[config.mk]
export PLATFORM = sky130hd
export DESIGN_NAME = video_timing_gen
export DESIGN_NICKNAME = d
export VERILOG_FILES = /design/src/rtl/video_timing_pkg.sv /design/src/rtl/video_delay_line.sv /design/src/rtl/video_timing_gen.sv
export SDC_FILE = /design/constraint.sdc
export NUM_CORES = 1
export LEC_CHECK = 0
export ABC_AREA = 1
export BUFFER_PORTS_ARGS = -buffer_cell sky130_fd_sc_hd__buf_2
export CAP_MARGIN = 20
export CORE_MARGIN = 2
export CORE_UTILIZATION = 30
export CTS_CLUSTER_DIAMETER = 80
export DETAILED_ROUTE_END_ITERATION = 10
export PLACE_DENSITY = 0.42
export SETUP_SLACK_MARGIN = 0.02
export SYNTH_ARGS = -nofsm -noshare
export SYNTH_HDL_FRONTEND = slang
export SYNTH_SLANG_ARGS = --single-unit
[constraint.sdc]
create_clock -name clk_low -period 4.95 [get_ports clk_low]
set_input_delay 0.2475 -clock clk_low [delete_from_list [all_inputs] [get_ports clk_low]]
set_output_delay 0.2475 -clock clk_low [all_outputs]
set_load 0.05 [all_outputs]
[src/rtl/video_timing_pkg.sv]
// video_timing_pkg: shared FSM state type, standard raster timings and a timing legality check
package video_timing_pkg;
  typedef enum logic [1:0] {IDLE, RUN, STOP_PEND} vt_state_e;
  typedef struct packed {
    int h_pixel;
    int h_front_porch;
    int h_back_porch;
    int h_total;
    int v_pixel;
    int v_front_porch;
    int v_back_porch;
    int v_total;
  } vt_timing_t;
  localparam vt_timing_t VT_640X480_60 = '{
    h_pixel: 640, h_front_porch: 16, h_back_porch: 48, h_total: 800,
    v_pixel: 480, v_front_porch: 10, v_back_porch: 33, v_total: 525
  };
  localparam vt_timing_t VT_1280X720_60 = '{
    h_pixel: 1280, h_front_porch: 110, h_back_porch: 220, h_total: 1650,
    v_pixel: 720, v_front_porch: 5, v_back_porch: 20, v_total: 750
  };
  function automatic bit timing_ok(input int hp, input int hfp, input int hbp, input int ht,
                                   input int vp, input int vfp, input int vbp, input int vt,
                                   input int stride, input int lat);
    return hp > 0 && vp > 0 && ht > hp + hfp + hbp && vt > vp + vfp + vbp &&
           stride >= hp && lat >= 0 && lat <= 15;
  endfunction
endpackage

[src/rtl/video_delay_line.sv]
// video_delay_line: fixed-depth shift register, async reset to an idle value
//   clk_low : clock
//   reset   : async active-high reset, loads RST_VAL into every stage
//   d / q   : W-bit input / output delayed by DEPTH cycles (DEPTH=0 is a wire)
module video_delay_line #(
  parameter int W = 1,
  parameter int DEPTH = 1,
  parameter logic [W-1:0] RST_VAL = '0
) (
  input  logic         clk_low,
  input  logic         reset,
  input  logic [W-1:0] d,
  output logic [W-1:0] q
);
  if (DEPTH == 0) begin : g_wire
    logic unused_clk_rst;
    assign unused_clk_rst = clk_low ^ reset;
    assign q = d;
  end else begin : g_sr
    logic [W-1:0] sr [DEPTH];
    always_ff @(posedge clk_low or posedge reset)
      if (reset) begin
        for (int i = 0; i < DEPTH; i++) sr[i] <= RST_VAL;
      end else begin
        sr[0] <= d;
        for (int i = 1; i < DEPTH; i++) sr[i] <= sr[i-1];
      end
    assign q = sr[DEPTH-1];
  end
endmodule

[src/rtl/video_timing_gen.sv]
// video_timing_gen: raster timing generator with frame-buffer addressing and latency-matched syncs
//   clk_low/reset         : pixel clock, async active-high reset
//   enable                : run request; dropping it stops at the next frame boundary
//   addr/addr_valid       : frame-buffer fetch address and active-area qualifier
//   de/hsync/vsync        : encoder controls, PIX_LATENCY cycles behind addr_valid
//   frame_start/line_start: strobes coincident with addr of pixel (0,0) / x=0
//   busy                  : generator is counting
module video_timing_gen
  import video_timing_pkg::*;
#(
  parameter int H_PIXEL       = VT_640X480_60.h_pixel,
  parameter int H_FRONT_PORCH = VT_640X480_60.h_front_porch,
  parameter int H_BACK_PORCH  = VT_640X480_60.h_back_porch,
  parameter int H_TOTAL       = VT_640X480_60.h_total,
  parameter int V_PIXEL       = VT_640X480_60.v_pixel,
  parameter int V_FRONT_PORCH = VT_640X480_60.v_front_porch,
  parameter int V_BACK_PORCH  = VT_640X480_60.v_back_porch,
  parameter int V_TOTAL       = VT_640X480_60.v_total,
  parameter bit HSYNC_POL     = 1'b1,
  parameter bit VSYNC_POL     = 1'b1,
  parameter int ADDR_W        = 21,
  parameter int LINE_STRIDE   = 640,
  parameter int PIX_LATENCY   = 1
) (
  input  logic              clk_low,
  input  logic              reset,
  input  logic              enable,
  output logic [ADDR_W-1:0] addr,
  output logic              addr_valid,
  output logic              de,
  output logic              hsync,
  output logic              vsync,
  output logic              frame_start,
  output logic              line_start,
  output logic              busy
);
  localparam int HW = $clog2(H_TOTAL);
  localparam int VW = $clog2(V_TOTAL);
  localparam logic [HW-1:0] H_LAST = HW'(H_TOTAL - 1);
  localparam logic [HW-1:0] H_ACT  = HW'(H_PIXEL);
  localparam logic [HW-1:0] HS_BEG = HW'(H_PIXEL + H_FRONT_PORCH);
  localparam logic [HW-1:0] HS_END = HW'(H_TOTAL - H_BACK_PORCH);
  localparam logic [VW-1:0] V_LAST = VW'(V_TOTAL - 1);
  localparam logic [VW-1:0] V_ACT  = VW'(V_PIXEL);
  localparam logic [VW-1:0] VS_BEG = VW'(V_PIXEL + V_FRONT_PORCH);
  localparam logic [VW-1:0] VS_END = VW'(V_TOTAL - V_BACK_PORCH);
  localparam logic [ADDR_W-1:0] STRIDE = ADDR_W'(LINE_STRIDE);
  if (!timing_ok(H_PIXEL, H_FRONT_PORCH, H_BACK_PORCH, H_TOTAL, V_PIXEL, V_FRONT_PORCH,
                 V_BACK_PORCH, V_TOTAL, LINE_STRIDE, PIX_LATENCY)) begin : g_bad_timing
    $error("video_timing_gen: illegal timing parameters");
  end
  vt_state_e state, state_nx;
  logic [HW-1:0] h;
  logic [VW-1:0] v;
  logic [ADDR_W-1:0] line_base;
  logic active, h_end, frame_end, pix_act, hs_raw, vs_raw, hs_d, vs_d;
  logic [2:0] dly_q;
  assign active    = state != IDLE;
  assign busy      = active;
  assign h_end     = h == H_LAST;
  assign frame_end = h_end && v == V_LAST;
  assign pix_act   = active && h < H_ACT && v < V_ACT;
  // RUN and STOP_PEND differ only in what happens at the frame end; enable always wins,
  // so a re-enable on the last pixel continues with no gap.
  always_comb begin
    state_nx = state;
    state_nx = state == IDLE ? (enable ? RUN : IDLE) :
               enable ? RUN : frame_end ? IDLE : STOP_PEND;
  end
  // Counters only leave zero while active and only go idle at the frame end,
  // so they naturally sit at (0,0) whenever the generator is idle.
  always_ff @(posedge clk_low or posedge reset)
    if (reset) begin
      state     <= IDLE;
      h         <= '0;
      v         <= '0;
      line_base <= '0;
    end else begin
      state <= state_nx;
      if (active) begin
        h <= h_end ? '0 : h + 1'b1;
        if (h_end) begin
          v         <= v == V_LAST ? '0 : v + 1'b1;
          line_base <= v == V_LAST ? '0 : v < V_ACT ? line_base + STRIDE : line_base;
        end
      end
    end
  always_ff @(posedge clk_low or posedge reset)
    if (reset) begin
      addr        <= '0;
      addr_valid  <= 1'b0;
      hs_raw      <= 1'b0;
      vs_raw      <= 1'b0;
      frame_start <= 1'b0;
      line_start  <= 1'b0;
    end else begin
      addr_valid  <= pix_act;
      hs_raw      <= active && h >= HS_BEG && h < HS_END;
      vs_raw      <= active && v >= VS_BEG && v < VS_END;
      frame_start <= pix_act && h == '0 && v == '0;
      line_start  <= pix_act && h == '0;
      if (pix_act) addr <= line_base + ADDR_W'(h);
    end
  video_delay_line #(.W(3), .DEPTH(PIX_LATENCY), .RST_VAL(3'b000)) u_dly (
    .clk_low (clk_low),
    .reset   (reset),
    .d       ({addr_valid, hs_raw, vs_raw}),
    .q       (dly_q)
  );
  assign de    = dly_q[2];
  assign hs_d  = dly_q[1];
  assign vs_d  = dly_q[0];
  assign hsync = hs_d ? HSYNC_POL : !HSYNC_POL;
  assign vsync = vs_d ? VSYNC_POL : !VSYNC_POL;
endmodule
After elaboration in Yosys (flattened, before gate mapping)
Cells that the tools add are included.
Word-level totals
  output and inout bits: 28
  bits in registers: 72
  bits in read-only memories: 0
  RAM bits: 0
  latch bits: 0
  memories kept: 0
Cells by class
  $mul: 0
  reduce and logical (&&, ||, !) cells: 16
  mux-type cells: 10
  equal/unequal tests: 2
  bitwise operators: 0
  div/mod/pow operators: 0
  magnitude comparators: 6
  shifts and indexed selects: 0
  add/subtract/negate cells: 4
Operators with widths (number)
  2-to-1 mux 21 bit: 2
  adder 21 x 10 -> 21 bit: 1
  adder 21 x 10 -> 21 bit (second input constant): 1
  adder 10 x 1 -> 10 bit (second input constant): 2
  equality test 10 bit (second input constant): 2
  logical NOT 10 bit: 2
  < comparator 10 bit (second input constant): 2
  < comparator 10 x 9 -> 1 bit (second input constant): 2
  2-to-1 mux 10 bit: 2
  greater-or-equal comparator 10 bit (second input constant): 1
  greater-or-equal comparator 10 x 9 -> 1 bit (second input constant): 1
  logical AND 1 bit: 9
  2-to-1 mux 2 bit: 3
  nonzero test 2 bit: 2
  2-to-1 mux 1 bit: 3
  AND reduction 3 bit: 1
  logical NOT 2 bit: 1
  AND reduction 2 bit: 1

Depth between registers and ports, before layout
Gate-level depths: netlist (run 1).
  depth after elaboration: 5
  mapped depth: 10
  depth with buffers taken out: 10

Cells and area by module
From an unflattened synthesis (run 1), not the netlist that was laid out.
Unflattened totals
  cells, all modules: 464
  area, all modules: 3689.8 sq um
Modules (own cells, without submodules)
  video_timing_gen: instances 1, area each 3611.0 sq um, cells an instance 460
  video_delay_line: instances 1, area each 78.8 sq um, cells an instance 4

Least setup slack after synthesis (run 1)
No wires, ideal clock.
  path type: reg-to-reg
  from: reg h[8]
  to: reg addr[11]
  library setup time: 0.118 ns
  required time: 4.832 ns
  stages on the path, launching flop included: 7
  arrival time: 1.551 ns
  clock period less this slack: 1.669 ns
  buffers on the path: 0
  setup slack: 3.281 ns
  cells stage by stage: dfrtp_1 ha_1 a21oi_1 o21ai_0 or2_2 nand3_1 nand2_1
Between the ends
  word-level cells in the longest chain between the ends: 3
RTL lines
  from (decl): line video_timing_gen.sv:53  | logic [HW-1:0] h;
  from (signal assigned): line video_timing_gen.sv:81  | h <= h_end ? '0 : h + 1'b1;
  parallel branches: the longest is 3 deep, another holds adder 21 x 10 -> 21 bit
  to (signal assigned): line video_timing_gen.sv:102  | if (pix_act) addr <= line_base + ADDR_W'(h);
  to (decl): line video_timing_gen.sv:28  | output logic [ADDR_W-1:0] addr,
Several ways; the timed one is not identified.
A chain may end at the register's enable or synchronous reset.

Worst setup path in the final report (run 1)
Ends and elaborated chain as after synthesis.

==> results by stage, run 1 <==
Status:
- The run finished with clean final reports.

Critical path:
- The critical path arrival is 2.09 ns.
- Measured in cells, the most critical reg-to-reg path has a length of 6.
- By startpoint and endpoint, the worst setup path is classified as reg2reg.
- The kind of end point of the critical path is a register.
- In this run the worst setup path terminates at addr[11].
- The register-to-register path setup slack is between 3 and 4 ns.
- The category of the worst setup path launch point is a register.
- The data required time at the worst endpoint is 5.17 ns.
- The most critical setup path has its startpoint at h[8].
- The largest fanout of any net on the critical path is 5.
- The launching point of the worst reg2reg path is h[8].
- The worst register-to-register path ends at addr[11].

CTS:
- The clock input transition at the sequential cells of the worst setup and hold paths is roughly 0.06 ns.
- The sink count of the clock tree is 65.
- The clock passes through at most 2 buffers.
- The master cell of the clock root buffer is clkbuf_16.
- Gates resized during post-CTS repair numbered 0.
- The clock latency reported for the late side of the worst-skew pair is 0.34 ns.
- The total clock buffers created by CTS is 9.
- The post-CTS setup-driven buffer insertion count is 0.
- The quantity of hold-fixing buffers added after cts is 0.
- TritonCTS built the clock tree.
- The H-tree generated during clock tree synthesis spans 3 levels.

Drt:
- The total routed wirelength is 8590 um.
- Once detail routing completed, the nets flagged for antenna violations numbered 0.
- For this run, design rule violations remaining after detail routing come to 0.
- In the final routed layout, each cell accounts on average for around 13 um.
- The first detailed-routing pass took 4 iterations.
- The first routing iteration left 156 violations.
- The routed layout has about 3000 vias.
- Using the TritonRoute via totals, the vias-per-cell ratio works out to 4.46.

Synth:
- The synthesized netlist occupies a cell area of 3820 um^2.
- Synthesis produced between 400 and 500 cells.
- The number of warnings printed during yosys synthesis is 0.
- The number of flip-flops and latches in the synthesized netlist is 65.
- The top cell type's share of synthesized area is 0.426.
- For this run, the leading register cell type out of synthesis is dfrtp_1.
- The synthesized netlist contains 41 unique library cells.
- Ranked by total cell area, the synthesized netlist is headed by dfrtp_1 43%, nand2_1 14%, nand3_1 5.2%.
- The post-synthesis sequential area ratio is 0.426.
- The number of enable-type register cells in the synthesized netlist is 0.
- Of all cell types, the one taking the most synthesized area is dfrtp_1.
- The number of nets in the synthesized netlist is ~490.
- Of all flip-flops after synthesis, the portion carrying an async set or reset was 1.00.
- The mean instance size in the synthesized netlist is around 8.0 um^2.

Global route:
- The number of antenna violations at the first check in global routing is 0.
- The first global-routing pass estimated 15000 um of wire.
- The total global routing track utilization is 0.142.
- The pin count of the biggest net entering global routing is 66.
- The via count of the first global-routing pass is 3018.
- Global routing finished with a remaining overflow of 0.

STA:
- The number of hold violations in the final report was 0.
- The portion of the clock cycle consumed by the worst path in the final layout is 0.376.
- The final worst hold slack is 0.0298 ns.
- The number of max-slew violations in the final report is 0.
- The pin slew with the least headroom to its limit is 0.848 ns.
- The time the final worst path needs with I/O delays and setup is between 1.5 and 2 ns.
- The maximum frequency from static timing analysis is approximately 0.54 GHz.
- The setup violation total in the final timing report is 0.
- The worst slew slack as a fraction of its limit is 0.435.
- The worst path meets setup with slightly above 3 ns of slack.
- The final-layout setup total negative slack is 0 ns.
- The worst clock skew is roughly 0.0073 ns.
- Setup repair after global routing left no endpoint under its margin.

Floorplanning:
- In this run the vertical extent of the chip is 117 um.
- The initial standard-cell utilization of the core is 0.305.
- 31 I/O pins were placed.
- The horizontal extent of the die is 117 um.
- The number of placement rows is 41.
- The die covers 13700 um^2.
- The area of the core is ~13000 um^2.

Worst hold path:
- The worst hold path begins at enable.
- The classification of the worst-slack hold path is in2reg.

Placement:
- The half-perimeter wire length after placement is 6310 um.
- Input and output buffers added on the ports amount to 30.
- The congestion estimate from routability-driven global placement came to 0.795.
- Timing analysis after detailed placement gives a worst setup slack of 3.11 ns.

Cells and area:
- The antenna diode instance count is 0.
- The share of post-route cells with drive strength above 1 is 0.188.
- For this run, the post-layout net count is 518.
- The most common library cell in the layout ignoring fill and taps is nand2_1.
- Leaving out fill and tap cells, the most frequent cells in the layout are 139 x nand2_1, 65 x dfrtp_1, 45 x inv_1.
- The post-synthesis to final-layout area growth is 14.6%.

Pwr:
- The total power consumption of the routed design is 1.51 mW.
- Summed over all cells, the static leakage comes to 2.13 nW.
- VDD sags by at most 0.000142 V.
- For this design the ratio of total power to cell area is roughly 350 nW/um^2.

Run:
- Across the run, the number of max-cap violations was 0.
where the power goes:
| group | internal [mW] | total [mW] | switching (mW) |
|---|---|---|---|
| logic | 0.0669 | 0.243 | 0.176 |
| clock network | 0.407 | 0.652 | 0.245 |
| registers | 0.576 | 0.616 | 0.0401 |
Yosys cell counts (2+ instances only):
cell	n
a21oi_1	2
and2_1	2
buf_4	5
buf_6	4
clkinv_4	2
dfrtp_1	65
ha_1	9
inv_1	46
inv_2	3
nand2_1	139
nand2_2	12
nand3_1	40
nand3_2	7
nand3_4	2
nand3b_1	4
nand4_1	11
nor2_1	40
nor2_2	5
nor2_4	4
nor3_1	8
nor3_2	3
o21ai_0	21
o21ai_1	8
o21ai_2	3
xnor2_1	5
xor2_1	11
metal layers:
| layer | part of all wire | global-route usage |
|---|---|---|
| met4 | 0.019 | 0.0635 |
| met5 | 0 | 0 |
| met3 | 0.029 | 0.0263 |
| met1 | 0.52 | 0.196 |
| met2 | 0.43 | 0.218 |
cells by family after synthesis:
family | Yosys count | synth area share
buffers and inverters | 64 | 0.0864
adder cells (fa/ha/maj) | 9 | 0.0295
XOR/XNOR | 16 | 0.0367
AND/OR/NAND/NOR | 284 | 0.365
AO/OA/AOI/OAI | 37 | 0.0557
flip-flops | 65 | 0.426
other | 1 | 0.000981
metrics by stage:
stage / util / area [um^2] / std cells
floorplan: - / 3820 / 476
global placement: 0.325 / 4070 / 667
detailed placement: 0.325 / 4070 / 667
CTS: 0.350 / 4380 / 683
global route: 0.350 / 4380 / 683
finish: 0.350 / 4380 / 683
state kept, by name, summed over array words and instances (netlist names):
| register | flops |
|---|---|
| addr | 21 |
| line_base | 14 |
| state | 2 |
| line_start | 1 |
| h | 10 |
| v | 10 |
| u_dly.q | 3 |
| frame_start | 1 |
| hs_raw | 1 |
| addr_valid | 1 |
| vs_raw | 1 |
final cells by class:
class	count	area, um^2
Sequential cell	65	1630
Clock inverter	5	63.8
Tap cell	172	215
Fill cell	1385	8140
Multi-Input combinational cell	347	1860
Clock buffer	11	243
Timing Repair Buffer	31	158
Inverter	52	208
worst max-delay path, stage by stage, from the launching register on:
cell and delay (ns):
dfrtp_1 0.40, ha_1 0.36, a21oi_1 0.31, o21ai_0 0.23, or2_2 0.32, nand3_1 0.07, nand2_1 0.05
worst min-delay path by stage:
stage	end	slack [ns]	cells past startpoint
after floorplan	state[0]	0.28	0
after global placement	u_dly.q[1]	0.33	0
after detailed placement	u_dly.q[1]	0.33	0
after CTS	state[0]	0.02	1
after global routing	state[0]	0.02	1
final	state[0]	0.03	1
Note: power is estimated with default switching activity, not from simulation.
==> run 2, diff against run 1 <==
--- a/config.mk
+++ b/config.mk
@@ -12,7 +12,7 @@
 export CORE_UTILIZATION = 30
 export CTS_CLUSTER_DIAMETER = 80
 export DETAILED_ROUTE_END_ITERATION = 10
-export PLACE_DENSITY = 0.42
+export PLACE_DENSITY = 0.43
 export SETUP_SLACK_MARGIN = 0.02
 export SYNTH_ARGS = -nofsm -noshare
 export SYNTH_HDL_FRONTEND = slang
==> constraint.sdc (replaced) <==
create_clock -name clk_low -period 1.7 [get_ports clk_low]
set_input_delay 0.085 -clock clk_low [delete_from_list [all_inputs] [get_ports clk_low]]
set_output_delay 0.085 -clock clk_low [all_outputs]
set_load 0.05 [all_outputs]
==> run 2 against run 1 <==
  * Maximum frequency up 19%
  * Register-to-register slack worse by 3.0 ns
  * Combinational power grew to 3.3 times the previous value
  * Clock skew rose by 0.0013 ns
  * Power rose to 2.8 times the previous value
  * First-iteration DRC count rose by 9.0%
  * Routed wire length rose by 3.9%
  * Critical path depth up 2
  * Final area is 5.8% higher
  * Sequential share of layout area shrank 2.0 points
  * Via count is 3.7% higher
==> results by stage, run 2 (synthesis gave the netlist of run 1 again) <==
Cells and area:
- The flip-flop count of the largest register, all copies and words added came to 21 (unchanged).
- The largest registers in the layout are addr (21), line_base (14).
- The library cells used most frequently in the layout, excluding fill and tap cells, are 137 x nand2_1, 64 x dfrtp_1, 43 x inv_1.
- The non-filler instance count after layout came to 708 (+3.7%).
- The flip-flop and latch area is 1630 um^2 (about the same).
- The share of the core filled with cells is 0.370 (+0.0204).
- The register containing the most flip-flops in the final layout is addr.
- Relative to the synthesized area, the layout overhead comes to 21.3%.
- The final net count is 544 (+5.0%).
- The number of fill cells was 1342 (-3.1%).
- The share of post-route cells with drive strength above 1 is 0.244 (+0.0565).
- The library cell used most frequently in the layout, excluding fill and tap cells, is nand2_1.
- The area of the multi-input gates came to 1930 um^2 (+3.6%).
- The antenna diode instance count is 0 (unchanged).

Drt:
- The routed length per placed instance is 12.6 um (+0.23%).
- The DRC violation count after routing is 0 (unchanged).
- The remaining number of nets flagged by the antenna check after routing is 0 (unchanged).
- The total routed wirelength is 8930 um (+3.9%).
- The first-pass iteration count of the detailed router is 6 (+2).
- The routed via count came to 3158 (+3.7%).
- The mean number of vias per cell is 4.46 (about the same).
- The initial DRC count was 170 (+9.0%).

Floorplanning:
- The I/O pin count is 31 (unchanged).
- The vertical die dimension is 117 um (unchanged).
- The horizontal extent of the die is 117 um (unchanged).
- The initial standard-cell utilization of the core is 0.305 (unchanged).
- The area of the die was 13700 um^2 (unchanged).
- The area of the core is 12500 um^2 (unchanged).
- The number of placement rows is 41 (unchanged).

CTS:
- The sink count of the clock tree is 65 (unchanged).
- TritonCTS built the clock tree.
- The maximum clock insertion buffer count was 2 (unchanged).
- The master cell of the clock root buffer is clkbuf_16.
- The total clock buffers created by CTS is 9 (unchanged).
- The clock latency reported for the late side of the worst-skew pair is 0.33 ns (about the same).
- The clock input transition at the sequential cells of the worst setup and hold paths is 0.06 ns (about the same).
- The depth of the CTS H-tree was 3 (unchanged).

Global route:
- The pin count of the biggest net entering global routing came to 41 (-38%).
- The global-route met3 utilization is 0.0247 (-0.00154).
- The via count of the first global-routing pass is 2988 (-0.99%).
- The sum of overflow across all layers after global routing is 0 (unchanged).
- The global-route wire length before repair came to 14800 um (-1.4%).
- The number of antenna violations at the first check in global routing was 0 (unchanged).
- The met1 usage in global routing is 0.193 (-0.00238).
- After global routing, the most crowded layer is met2.
- The total global routing track utilization came to 0.140 (-0.00235).
- The global routing met2 resource utilization is 0.218 (+0.000385).

STA:
- The maximum frequency from static timing analysis is 0.639 GHz (+19%).
- The number of hold violations in the final report is 0 (unchanged).
- The number of max-slew violations in the final report is 0 (unchanged).
- The setup violation total in the final timing report is 0 (unchanged).
- The time the final worst path needs with I/O delays and setup is 1.57 ns (-0.295 ns).
- Setup repair after global routing left no endpoint under its margin.
- The worst clock skew is 0.00866 ns (+0.00132 ns).
- The final worst hold slack came to 0.242 ns (+0.213 ns).
- The final-layout setup total negative slack was 0 ns (unchanged).
- The portion of the clock cycle consumed by the worst path in the final layout is 0.921 (+0.545).

Pwr:
- The peak supply drop was 0.000347 V (+150%).
- The clock network fraction of design power is 0.393 (-0.039).
- The combinational group share of total power came to 0.189 (+0.028).
- The leakage power of the design is 2.25 nW (+5.3%).
- The power per cell area came to 916 nW/um^2 (+170%).
- The switching part of the total power came to 0.308 (+0.00281).
- The internal power was 2.94 mW (+180%).
- The relative contribution of sequential cells to total power is 0.418 (+0.010).
- The total net switching power is 1.31 mW (+180%).

Critical path:
- The data required time at the worst endpoint is 1.97 ns (-3.20 ns).
- The critical path arrival is 1.83 ns (-0.26 ns).
- The critical setup path kind is reg2reg.
- The largest fanout of any net on the critical path is 8 (+3).
- The worst setup path is captured at a register.
- STA classifies the critical path startpoint as a register.

Placement:
- The quantity of I/O buffers inserted on ports was 30 (unchanged).
- The weighted congestion reported at the end of routability-driven placement came to 0.814 (+2.4%).
- The half-perimeter wire length after placement was 6620 um (+4.8%).
- The number of cells in the design after placement is 687 (+3.0%).

Status:
- The run finished with clean final reports.

Run:
- The number of maximum-capacitance violations came to 0 (unchanged).

Worst hold path:
- The classification of the worst-slack hold path is in2async.
## run 2: cell count changes in the layout (fill, tap and decap cells not counted), moves of 2 or more
| cell | previous run | this run |
|---|---|---|
| inv_1 | 45 | 43 |
| buf_12 | 0 | 2 |
| ha_4 | 0 | 3 |
| nand3_2 | 7 | 9 |
| ha_1 | 9 | 5 |
| nand2_2 | 12 | 14 |
| buf_4 | 1 | 23 |
| dlygate4sd3_1 | 0 | 2 |
| clkinv_2 | 0 | 2 |
| nand3_1 | 40 | 38 |
| nand2_1 | 139 | 137 |
| clkinv_4 | 4 | 2 |
## run 2: power groups by stage
stage	clock (mW)	combinational, mW	sequential [mW]
2_1_floorplan	0	0.386	2.01
3_3_place_gp	0	0.800	1.79
3_5_place_dp	0	0.806	1.80
4_1_cts	1.73	0.813	1.77
5_1_grt	1.76	0.898	1.79
6_report	1.67	0.803	1.77
## run 2: layer usage
layer | vias to the layer above | wire length [um] | share of wire
met4 | 0 | 117 | 0.013
li1 | 1645 | - | -
met1 | 1456 | 4570 | 0.51
met3 | 10 | 255 | 0.029
met2 | 47 | 3990 | 0.45
met5 | - | 0 | 0
## run 2: metrics by stage
stage | setup slack, ns | total power, mW | area (um^2)
2_1_floorplan | 0.0311 | 2.40 | 3820
3_5_place_dp | 0.0382 | 2.60 | 4250
6_report | 0.134 | 4.24 | 4630
4_1_cts | 0.0385 | 4.32 | 4540
5_1_grt | 0.0210 | 4.45 | 4630
3_3_place_gp | 0.0694 | 2.59 | 4250
## run 2: worst max-delay path, cell delays in order, from the launching register on
cell      delay, ns
dfrtp_1        0.40
inv_2          0.10
ha_4           0.15
nand2_1        0.06
nor2_2         0.15
nand3_4        0.13
a21oi_4        0.31
nand3b_1       0.12
nand2_1        0.07
## run 2: what timing repair did
item / in CTS / in global routing
pin swaps: 0 / 9
hold buffers: 2 / 0
hold endpoints to repair: 56 / 0
endpoints found under the setup margin: 1 / 27
gates resized for setup: 1 / 16
buffers inserted: 0 / 4
## run 2: layout make-up
cell class | instances | share of cell area
clock buffer | 12 | 0.0532
inverter | 52 | 0.0456
sequential | 65 | 0.351
multi-input combinational | 347 | 0.417
tap | 172 | 0.0464
timing repair buffer | 57 | 0.0826
clock inverter | 3 | 0.00378
## run 2: worst paths after layout
check / from / end / slack (ns) / cells after the start
max in group asynchronous: reset / line_base[13] / 0.96 / 4
min: reset / addr[20] / 0.24 / 3
max reg2reg: v[0] / line_base[12] / 0.13 / 8
max: v[0] / line_base[12] / 0.13 / 8
min in group clk_low: vs_raw / u_dly.q[0] / 0.35 / 0
min reg2reg: vs_raw / u_dly.q[0] / 0.35 / 0
